## config.mk

```make
export PLATFORM = sky130hd
export DESIGN_NAME = ps2_keycode
export DESIGN_NICKNAME = d
export VERILOG_FILES = /design/src/rtl/ps2_keycode.sv
export SDC_FILE = /design/constraint.sdc
export NUM_CORES = 1
export LEC_CHECK = 0
export ABC_CLOCK_PERIOD_IN_PS = 4800
export CAP_MARGIN = 40
export CORE_UTILIZATION = 50
export CTS_CLUSTER_SIZE = 28
export DETAILED_ROUTE_END_ITERATION = 8
export PLACE_DENSITY = 0.75
export SLEW_MARGIN = 15
export SYNTH_ARGS = -nofsm -noshare
export SYNTH_HDL_FRONTEND = slang
export SYNTH_SLANG_ARGS = --single-unit
export TNS_END_PERCENT = 30
```

## constraint.sdc

```tcl
create_clock -name Clk -period 4.8 [get_ports Clk]
set_input_delay 0.96 -clock Clk [delete_from_list [all_inputs] [get_ports Clk]]
set_output_delay 0.96 -clock Clk [all_outputs]
set_load 0.02 [all_outputs]
```

## src/rtl/ps2_keycode.sv

```systemverilog
// ps2_keycode
//   PS/2 keyboard receiver and single-key decoder. Conditions the raw
//   PS2_CLK/PS2_DAT pins, deframes 11-bit frames (start, 8 data LSB-first,
//   odd parity, stop) and turns make/break sequences into a held-key code.
//
// Ports
//   Clk        in   system clock (50 MHz)
//   Reset      in   asynchronous active-low reset
//   PS2_CLK    in   raw keyboard clock, asynchronous to Clk
//   PS2_DAT    in   raw keyboard data, asynchronous to Clk
//   keycode    out  [7:0] currently held key, 8'h00 = none
//   key_valid  out  one-cycle pulse whenever keycode changes
//   frame_err  out  one-cycle pulse on parity, stop-bit or timeout error
//
// Parameters
//   FILTER_LEN   consecutive samples needed to move the filtered clock level
//   TIMEOUT_CYC  Clk cycles without a falling edge before a frame is dropped
//
// Build option
//   PS2_EXT_EN   when defined, bytes following an E0 prefix decode like
//                normal keys; otherwise they are dropped.
//
// state    | meaning
// ---------+---------------------------------------------------
// S_IDLE   | waiting for a start bit (data low on a falling edge)
// S_DATA   | shifting in the 8 data bits, LSB first
// S_PARITY | capturing the parity bit
// S_STOP   | checking stop bit and odd parity, accepting the byte

module ps2_keycode #(
  parameter int FILTER_LEN  = 8,
  parameter int TIMEOUT_CYC = 10000
) (
  input  logic       Clk,
  input  logic       Reset,
  input  logic       PS2_CLK,
  input  logic       PS2_DAT,
  output logic [7:0] keycode,
  output logic       key_valid,
  output logic       frame_err
);

  localparam int FW = $clog2(FILTER_LEN + 1);
  localparam int TW = $clog2(TIMEOUT_CYC + 1);

  typedef enum logic [1:0] {
    S_IDLE   = 2'd0,
    S_DATA   = 2'd1,
    S_PARITY = 2'd2,
    S_STOP   = 2'd3
  } state_t;

  // input conditioning
  logic          clk_s1, clk_s2, dat_s1, dat_s2;
  logic          filt_lvl;
  logic [FW-1:0] filt_cnt;
  logic          fall;

  always_ff @(posedge Clk or negedge Reset) begin
    if (!Reset) begin
      clk_s1 <= 1'b1;
      clk_s2 <= 1'b1;
      dat_s1 <= 1'b1;
      dat_s2 <= 1'b1;
    end else begin
      clk_s1 <= PS2_CLK;
      clk_s2 <= clk_s1;
      dat_s1 <= PS2_DAT;
      dat_s2 <= dat_s1;
    end
  end

  // The level only moves after FILTER_LEN agreeing samples; any sample
  // matching the current level restarts the count, rejecting glitches.
  always_ff @(posedge Clk or negedge Reset) begin
    if (!Reset) begin
      filt_lvl <= 1'b1;
      filt_cnt <= '0;
      fall     <= 1'b0;
    end else begin
      fall <= 1'b0;
      if (clk_s2 != filt_lvl) begin
        if (filt_cnt == FW'(FILTER_LEN - 1)) begin
          filt_lvl <= clk_s2;
          filt_cnt <= '0;
          fall     <= ~clk_s2;
        end else begin
          filt_cnt <= filt_cnt + 1'b1;
        end
      end else begin
        filt_cnt <= '0;
      end
    end
  end

  // frame FSM
  state_t        state, state_nxt;
  logic [2:0]    bitcnt, bitcnt_nxt;
  logic [7:0]    shreg, shreg_nxt;
  logic          par_bit, par_nxt;
  logic [TW-1:0] to_cnt, to_nxt;
  logic          timeout;
  logic          acc, err;

  assign timeout = (state != S_IDLE) && (to_cnt == TW'(TIMEOUT_CYC - 1));

  always_comb begin
    state_nxt  = state;
    bitcnt_nxt = bitcnt;
    shreg_nxt  = shreg;
    par_nxt    = par_bit;
    to_nxt     = (state != S_IDLE) ? to_cnt + 1'b1 : '0;
    acc        = 1'b0;
    err        = 1'b0;
    // the timeout takes priority over a coincident falling edge
    if (timeout) begin
      err       = 1'b1;
      state_nxt = S_IDLE;
      to_nxt    = '0;
    end else if (fall) begin
      to_nxt = '0;
      case (state)
        S_IDLE: begin
          if (!dat_s2) begin
            state_nxt  = S_DATA;
            bitcnt_nxt = 3'd0;
          end
        end
        S_DATA: begin
          shreg_nxt = {dat_s2, shreg[7:1]};
          if (bitcnt == 3'd7) begin
            state_nxt = S_PARITY;
          end else begin
            bitcnt_nxt = bitcnt + 3'd1;
          end
        end
        S_PARITY: begin
          par_nxt   = dat_s2;
          state_nxt = S_STOP;
        end
        S_STOP: begin
          state_nxt = S_IDLE;
          if (dat_s2 && ((^shreg) ^ par_bit)) begin
            acc = 1'b1;
          end else begin
            err = 1'b1;
          end
        end
        default: state_nxt = S_IDLE;
      endcase
    end
  end

  logic       byte_acc;
  logic [7:0] byte_q;

  always_ff @(posedge Clk or negedge Reset) begin
    if (!Reset) begin
      state     <= S_IDLE;
      bitcnt    <= 3'd0;
      shreg     <= 8'h00;
      par_bit   <= 1'b0;
      to_cnt    <= '0;
      byte_acc  <= 1'b0;
      byte_q    <= 8'h00;
      frame_err <= 1'b0;
    end else begin
      state     <= state_nxt;
      bitcnt    <= bitcnt_nxt;
      shreg     <= shreg_nxt;
      par_bit   <= par_nxt;
      to_cnt    <= to_nxt;
      byte_acc  <= acc;
      frame_err <= err;
      if (acc) begin
        byte_q <= shreg;
      end
    end
  end

  // byte decode
  logic       break_pend, bp_nxt;
  logic       ext_pend, ep_nxt;
  logic [7:0] kc_nxt;
  logic       kv_nxt;
  logic       ext_drop;

`ifdef PS2_EXT_EN
  // the E0 prefix is still tracked but never blocks the following byte
  assign ext_drop = ext_pend & 1'b0;
`else
  assign ext_drop = ext_pend;
`endif

  always_comb begin
    kc_nxt = keycode;
    kv_nxt = 1'b0;
    bp_nxt = break_pend;
    ep_nxt = ext_pend;
    if (err) begin
      bp_nxt = 1'b0;
      ep_nxt = 1'b0;
    end else if (byte_acc) begin
      if (byte_q == 8'hF0) begin
        bp_nxt = 1'b1;
      end else if (byte_q == 8'hE0) begin
        ep_nxt = 1'b1;
      end else if (ext_drop) begin
        bp_nxt = 1'b0;
        ep_nxt = 1'b0;
      end else if (break_pend) begin
        // a break for a key other than the held one is ignored
        if ((byte_q == keycode) && (keycode != 8'h00)) begin
          kc_nxt = 8'h00;
          kv_nxt = 1'b1;
        end
        bp_nxt = 1'b0;
        ep_nxt = 1'b0;
      end else begin
        // typematic repeats of the held key do not pulse
        if (byte_q != keycode) begin
          kc_nxt = byte_q;
          kv_nxt = 1'b1;
        end
        ep_nxt = 1'b0;
      end
    end
  end

  always_ff @(posedge Clk or negedge Reset) begin
    if (!Reset) begin
      keycode    <= 8'h00;
      key_valid  <= 1'b0;
      break_pend <= 1'b0;
      ext_pend   <= 1'b0;
    end else begin
      keycode    <= kc_nxt;
      key_valid  <= kv_nxt;
      break_pend <= bp_nxt;
      ext_pend   <= ep_nxt;
    end
  end

endmodule

```

# ---- Word-level counts from Yosys, hierarchy flattened
# Cells that the tools add are included.
dict set report totals {
  register_bits 59
  word_cells 108
}
dict set report op_classes {
  eq_ne 18
  reduce_logical 19
  add_sub_neg 3
  n_bitwise 7
  muxes 42
}
# op n
set ops {}
lappend ops {{14-bit two-way mux} 3}
lappend ops {{1-bit two-way mux} 26}
lappend ops {{8-bit two-way mux} 3}
lappend ops {{8-bit == test, second input constant} 2}
lappend ops {{14-bit by 1-bit adder with 14-bit output, second input constant} 1}
lappend ops {{14-bit == test, second input constant} 1}
lappend ops {{2-bit nonzero test} 5}
lappend ops {{3-bit != test, second input constant} 3}
lappend ops {{3-bit AND reduction} 3}
lappend ops {{8-bit == test} 1}
lappend ops {{2-bit two-way mux} 4}
lappend ops {{4-bit two-way mux} 2}
lappend ops {{8-bit != test} 1}
lappend ops {{2-bit case mux with 4 select lines} 1}
lappend ops {{8-bit nonzero test} 1}
lappend ops {{8-bit XOR reduction} 1}
lappend ops {{7-bit AND reduction} 1}
lappend ops {{3-bit two-way mux} 2}
lappend ops {{2-bit != test, second input constant} 3}
lappend ops {{1-bit NOT} 6}
lappend ops {{3-bit case mux with 2 select lines} 1}
lappend ops {{2-bit AND reduction} 3}
lappend ops {{5-bit AND reduction} 1}
lappend ops {{4-bit by 1-bit adder with 4-bit output, second input constant} 1}
lappend ops {{other kinds (10)} 13}

# ---- Longest topological paths before layout
# Gate-level depths: netlist (run 1).
dict set report logic_depth {
  depth_word 9
  ltp_mapped 9
  mapped_depth_nobuf 7
}

# ---- Worst setup path before layout (run 1)
# Ideal clock, no wire load.
dict set report synth_path {
  path_kind {register -> register}
  startpoint {register state[0]}
  endpoint {register to_cnt[10]}
  path_buffers 3
  stages_incl_launch_ff 10
  arrival_ns 1.881
  setup_time_ns 0.121
  period_less_slack_ns 2.003
  slack_ns 2.797
  t_required_ns 4.679
  cell_sequence {dfrtp_1 -> inv_1 -> ha_1 -> nor4bb_1 -> and4_1 -> clkbuf_1 -> or3_1 -> clkbuf_1 -> buf_2 -> nor2_1}
}
dict set report synth_between {
  elab_chain_cells 4
}
# item line_no
set synth_lines {}
lappend synth_lines {{start: declaration} 97} ;# state_t state, state_nxt;
lappend synth_lines {{start signal: assignment} 168} ;# state <= state_nxt;
lappend synth_lines {{2-bit nonzero test *} {105, 112}}
lappend synth_lines {{14-bit two-way mux} 112} ;# to_nxt = (state != S_IDLE) ? to_cnt + 1'b1 : '0;
lappend synth_lines {{14-bit two-way mux} 120} ;# end else if (fall) begin
lappend synth_lines {{14-bit two-way mux *} 116} ;# if (timeout) begin
lappend synth_lines {{named net to_nxt[10]} 101} ;# logic [TW-1:0] to_cnt, to_nxt;
lappend synth_lines {{end signal: assignment} 172} ;# to_cnt <= to_nxt;
lappend synth_lines {{end: declaration} 101}
# The timed path passes the listed nets; every way through them passes the cells marked *.
# A chain may end at the register's enable or synchronous reset.

# ---- Final worst setup path (run 1)
dict set report layout_path {
  startpoint {register state[0]}
  endpoint {register shreg[0]}
}
dict set report layout_between {
  elab_chain_cells 4
}
# item line_no
set layout_lines {}
lappend layout_lines {{2-bit nonzero test} 105} ;# assign timeout = (state != S_IDLE) && (to_cnt == TW'(TIMEOUT_CYC - 1));
lappend layout_lines {{1-bit logical AND} 105}
lappend layout_lines {{1-bit NOT (no line)} -}
lappend layout_lines {{3-bit AND reduction (no line) *} -}
lappend layout_lines {{end signal: assignment} 170} ;# shreg <= shreg_nxt;
lappend layout_lines {{end: declaration} 99} ;# logic [7:0] shreg, shreg_nxt;
# Every way passes the cells marked *; elsewhere a longest branch is shown, timed or not.

==> results of run 1 <==
==> flip-flops by register name (all words and copies together) (netlist names) <==
register    flops
frame_err       1
ext_drop        1
clk_s2          1
par_bit         1
fall            1
state           2
filt_cnt        4
bitcnt          3
keycode         8
byte_acc        1
break_pend      1
dat_s2          1
shreg           8
filt_lvl        1
to_cnt         14
key_valid       1
byte_q          8
clk_s1          1
dat_s1          1
==> through the flow <==
| stage | cell area (um^2) | hold WS (ps) | util, % | setup WS, ps | std cells |
|---|---|---|---|---|---|
| after global routing | 3350 | 362 | 60.1 | 1890 | 359 |
| after floorplan | 2910 | 345 | - | 2800 | 264 |
| after CTS | 3350 | 357 | 60.1 | 2160 | 359 |
| after global placement | 3110 | 345 | 55.7 | 2310 | 343 |
| final | 3350 | 356 | 60.1 | 2150 | 359 |
| after detailed placement | 3110 | 347 | 55.7 | 2160 | 343 |
==> layer usage <==
layer,share of wire (%),track usage [%]
met1,47,25.3
met4,2.1,12.0
met5,0,0
met3,4.0,4.65
met2,47,28.9
==> logic make-up after synthesis <==
group,synth area share [%]
fa+ha+maj,3.87
flops,50.9
simple gates,18.2
buf+inv,2.49
xor+xnor,8.47
mux,7.05
compound gates,8.98
==> power by group <==
group / switching [mW] / internal, mW
registers: 0.0105 / 0.517
clock network: 0.195 / 0.357
logic: 0.0240 / 0.0195
total: 0.229 / 0.894
==> cell type report <==
| class | instances | area [um^2] |
|---|---|---|
| Clock inverter | 5 | 100 |
| Fill cell | 451 | 2230 |
| Multi-Input combinational cell | 186 | 1360 |
| Sequential cell | 59 | 1480 |
| Clock buffer | 11 | 141 |
| Inverter | 12 | 45.0 |
| Tap cell | 72 | 90.1 |
| Timing Repair Buffer | 14 | 133 |
==> worst paths after layout <==
path	endpoint	slack [ps]
hold reg to reg	clk_s2	360
setup / recovery	shreg[0]	2150
setup reg to reg	shreg[0]	2150
max in group asynchronous	bitcnt[2]	3550
hold / removal	clk_s2	360
min in group asynchronous	to_cnt[7]	760
==> cells in the mapped netlist (5+ instances only) <==
cell       instances
mux2_2            16
xor2_1            12
nand2_1            9
nor2_1            16
nor3_1             5
o21ai_0            8
inv_1             12
ha_1               9
xnor2_1           11
dfstp_2            5
dfrtp_1           54
and3_1             8
nand3_1           24
a31oi_1            8
o2111ai_1          8
a21oi_1            7
and2_1            10
==> results.yml, run 1 <==
outcome:
  outcome: "finished clean"
cts:
  path_clk_slew_ps: 60
  cts-root-buf: "clkbuf_8"
  cts_tree: "done"
  cts_max_level: 3
  clock_sinks: 59
  cts_buffer_depth: 2
  cts-resized-gates: 0
  worstSkewPairLatency_ps: 340
  numCtsBuffers: 9
  postCtsHoldBufs: 0
  post_cts_buffers: 0
yosys:
  async_reset_ff_share_pct: 100
  synth_edf_count: 0
  ys_seq_area_share_pct: 50.9
  synthDistinctLibCells: 40
  ys.flop_type: "dfrtp_1"
  ys_warn_count: 0
  yosysTopAreaCellShare_pct: 46.4
  synth_top_area_cell: "dfrtp_1"
  syn_area_per_cell_um2: 11.0
  synthCells: 264
  mappedNetlistArea_mm2: 0.00291
  ys_ff_latch: 59
  synthTopCellsByArea: "dfrtp_1 (46%), mux2_2 (6.2%), dfstp_2 (4.5%), nand3_1 (4.1%), ha_1 (3.9%)"
  synth_fp_nets: 277
routing:
  dr.pass1.iters: 4
  drt-initial-drc-count: 163
  vias: 2043
  antenna_left: 0
  via_per_inst: 5.69
  wl_per_cell_um: 14.3
  wirelength_um: 5140
  drcViolationCount: 0
floorplanning:
  dieWidth_um: 78.3
  row_count: 27
  die_area_mm2: 0.00613
  core_mm2: 0.00557
  ios: 14
  die_y_um: 78.3
  initial_utilization_pct: 52.2
worst_setup_path:
  reg2reg_from: "state[0]"
  worstSetupPathType: "reg -> reg"
  reg2reg_depth: 6
  slowest_delay_ps: 630
  cp_slowest_cell: "nand4_1"
  arrival_ps: 2870
  startpoint_type: "flip-flop"
  crit_path_max_fanout: 15
  crit_required_ps: 5020
  path_buf_inv: 1
  path_cells: "inv_1 > ha_1 > nor4bb_1 > nand4_1 > nand3_2 > mux2_2"
  critPathLaunch: "state[0]"
  critPathTopFamily: "simple AND/OR/NAND/NOR gates"
  endpoint_kind: "flip-flop"
  cp.depth: 6
job:
  cap_violations: 0
sta:
  setup_viol: 0
  fin_crit_sh_pct: 55.3
  slew_headroom_pct: 44.3
  tightest_slew_ps: 812
  rsz0062_at_grt: "no"
  fmax_ghz: 0.377
  clock_skew_ps: 9.12
  fin_tns_setup_ps: 0
  final-hold-violation-count: 0
  slew_viol_final: 0
  period_needed_ps: 2650
hold_path:
  hp-class: "reg -> reg"
  hp-start: "clk_s1"
  hold_path_depth: 0
final_layout:
  synthToLayoutAreaGrowth_pct: 15.0
  final_layout_size_suffix_gt1_share_pct: 15.0
  final_cell_mix: "dfrtp_1 (54), nand3_1 (24), nor2_1 (16), mux2_2 (16)"
  fin_nets: 295
  diodes: 0
  final_common_cell: "dfrtp_1"
place:
  place.gp.congestion: 0.851
  dp_hpwl_um: 3450
  io_buffer_count: 13
grt:
  track_usage_pct: 19.3
  grt_pass1_vias: 1965
  grt_max_degree: 60
  grt_pass1_wl_um: 9050
  grt-ovfl-total: 0
  antenna_found_initial: 0
pwr:
  ir_drop_uv: 151
  p_per_area_mw_per_mm2: 335
  p_leak_nw: 1.58
  power_mw: 1.12
Note: power is estimated with default switching activity, not from simulation.
==> run 2: changes to the inputs <==
--- a/config.mk
+++ b/config.mk
@@ -5,7 +5,7 @@
 export SDC_FILE = /design/constraint.sdc
 export NUM_CORES = 1
 export LEC_CHECK = 0
-export ABC_CLOCK_PERIOD_IN_PS = 4800
+export ABC_CLOCK_PERIOD_IN_PS = 2650
 export CAP_MARGIN = 40
 export CORE_UTILIZATION = 50
 export CTS_CLUSTER_SIZE = 28
==> constraint.sdc (replaced) <==
create_clock -name Clk -period 2.65 [get_ports Clk]
set_input_delay 0.53 -clock Clk [delete_from_list [all_inputs] [get_ports Clk]]
set_output_delay 0.53 -clock Clk [all_outputs]
set_load 0.02 [all_outputs]
==> results.yml, run 2 (synthesis gave the netlist of run 1 again) <==
pwr:
  ir_drop_uv: 450
  p_sw_uw: 434
  p_per_area_mw_per_mm2: 601
  p_leak_nw: 1.59
  power_mw: 2.03
  clockPowerShare_pct: 48.8
  p_seq_share_pct: 47.2
  p_comb_share_pct: 4.1
  switching_share_pct: 21.4
  internal-power_mw: 1.60
worst_setup_path:
  crit_path_max_fanout: 9
  arrival_ps: 2600
  path_cells: "inv_1 > ha_1 > nor4bb_1 > nand4_1 > nand3_2 > mux2_2"
  slowest_delay_ps: 410
  cp_slowest_cell: "nand4_1"
  critPathTopFamily: "simple AND/OR/NAND/NOR gates"
  path_buf_inv: 1
  crit_required_ps: 2870
  startpoint_type: "flip-flop"
  endpoint_kind: "flip-flop"
  worstSetupPathType: "reg -> reg"
sta:
  rsz0062_at_grt: "no"
  tightest_slew_ps: 653
  fmax_ghz: 0.420
  fin_tns_setup_ps: 0
  slew_viol_final: 0
  fin_crit_sh_pct: 89.8
  clock_skew_ps: 10.5
  slew_headroom_pct: 56.5
  period_needed_ps: 2380
  final-hold-violation-count: 0
  setup_viol: 0
final_layout:
  ff_latch_area_mm2: 0.00148
  multi_input_area_mm2: 0.00136
  synthToLayoutAreaGrowth_pct: 15.9
  fill_cells: 470
  largest_reg_flops: 14
  final_layout_size_suffix_gt1_share_pct: 15.9
  diodes: 0
  fin_nets: 297
  final_cell_mix: "dfrtp_1 (54), nand3_1 (24), nor2_1 (16), mux2_2 (16)"
  largest-register: "to_cnt"
  final_common_cell: "dfrtp_1"
  utilization_pct: 60.5
routing:
  wl_per_cell_um: 14.9
  wirelength_um: 5370
  vias: 2026
  drt-initial-drc-count: 177
  dr.pass1.iters: 6
  drcViolationCount: 0
  antenna_left: 0
  via_per_inst: 5.61
cts:
  path_clk_slew_ps: 70
  cts_max_level: 3
  post_cts_buffers: 0
  cts-resized-gates: 0
  clock_sinks: 59
  cts_buffer_depth: 2
  cts-root-buf: "clkbuf_8"
  numCtsBuffers: 9
  worstSkewPairLatency_ps: 340
  cts_tree: "done"
  postCtsHoldBufs: 0
floorplanning:
  row_count: 27
  dieWidth_um: 78.3
  die_y_um: 78.3
  initial_utilization_pct: 52.2
  die_area_mm2: 0.00613
  core_mm2: 0.00557
  ios: 14
place:
  dp_hpwl_um: 3720
  place.gp.congestion: 0.799
  io_buffer_count: 13
grt:
  grt_max_degree: 32
  track_usage_pct: 19.6
  grt-ovfl-total: 0
  antenna_found_initial: 0
  grt_pass1_vias: 2008
  grt_pass1_wl_um: 9330
hold_path:
  hp-class: "in -> async"
outcome:
  outcome: "finished clean"
job:
  cap_violations: 0
-- run 2: changes by cell type in the layout (fill, tap and decap cells not counted), sizes merged --
cell / previous run / this run
clkinv: 2 / 3
buf: 2 / 4
clkbuf: 11 / 9
clkinvlp: 0 / 1
-- run 2: area by class of cell --
type,count,share of cell area (%)
inverter,12,1.33
tap,72,2.67
clock buffer,9,3.67
timing repair buffer,16,4.75
multi-input combinational,186,40.2
sequential,59,43.9
clock inverter,7,3.45
-- run 2: worst register-to-register path: stages (launching register included) --
cell and delay (ps):
dfrtp_1 400, inv_1 100, ha_1 240, nor4bb_1 400, nand4_1 410, nand3_2 340
mux2_2 360
-- run 2: per-layer routing --
layer,vias to the layer above,wire length [um],GRT usage [%]
met1,990,2540,25.2
met4,0,80,7.78
met3,10,160,4.88
li1,996,-,-
met2,30,2590,31.7
met5,-,0,0
-- run 2: power groups by stage --
stage | sequential [mW] | clock (mW) | combinational (mW)
finish | 0.957 | 0.989 | 0.0826
detailed placement | 0.973 | 0 | 0.0846
global placement | 0.971 | 0 | 0.0832
floorplan | 0.968 | 0 | 0.0510
CTS | 0.957 | 1.00 | 0.0855
global route | 0.960 | 1.05 | 0.0928
-- run 2: worst paths after layout --
check                         start        end  slack (ps)  cells past startpoint
max reg2reg                state[0]   shreg[5]         270                      6
min reg2reg                  dat_s1     dat_s2         360                      0
min                           Reset  to_cnt[7]         210                      1
max                        state[0]   shreg[5]         270                      6
min in group Clk             dat_s1     dat_s2         360                      0
max in group asynchronous     Reset   shreg[3]        1850                      2
-- run 2: through the flow --
| step | instances | hold slack [ps] | worst slack, ps | cell area (um^2) |
|---|---|---|---|---|
| after floorplan | 264 | 234 | 647 | 2910 |
| after global placement | 345 | 345 | 506 | 3130 |
| after detailed placement | 345 | 348 | 349 | 3130 |
| after CTS | 361 | 229 | 319 | 3370 |
| after global routing | 361 | 258 | 214 | 3370 |
| final | 361 | 207 | 270 | 3370 |
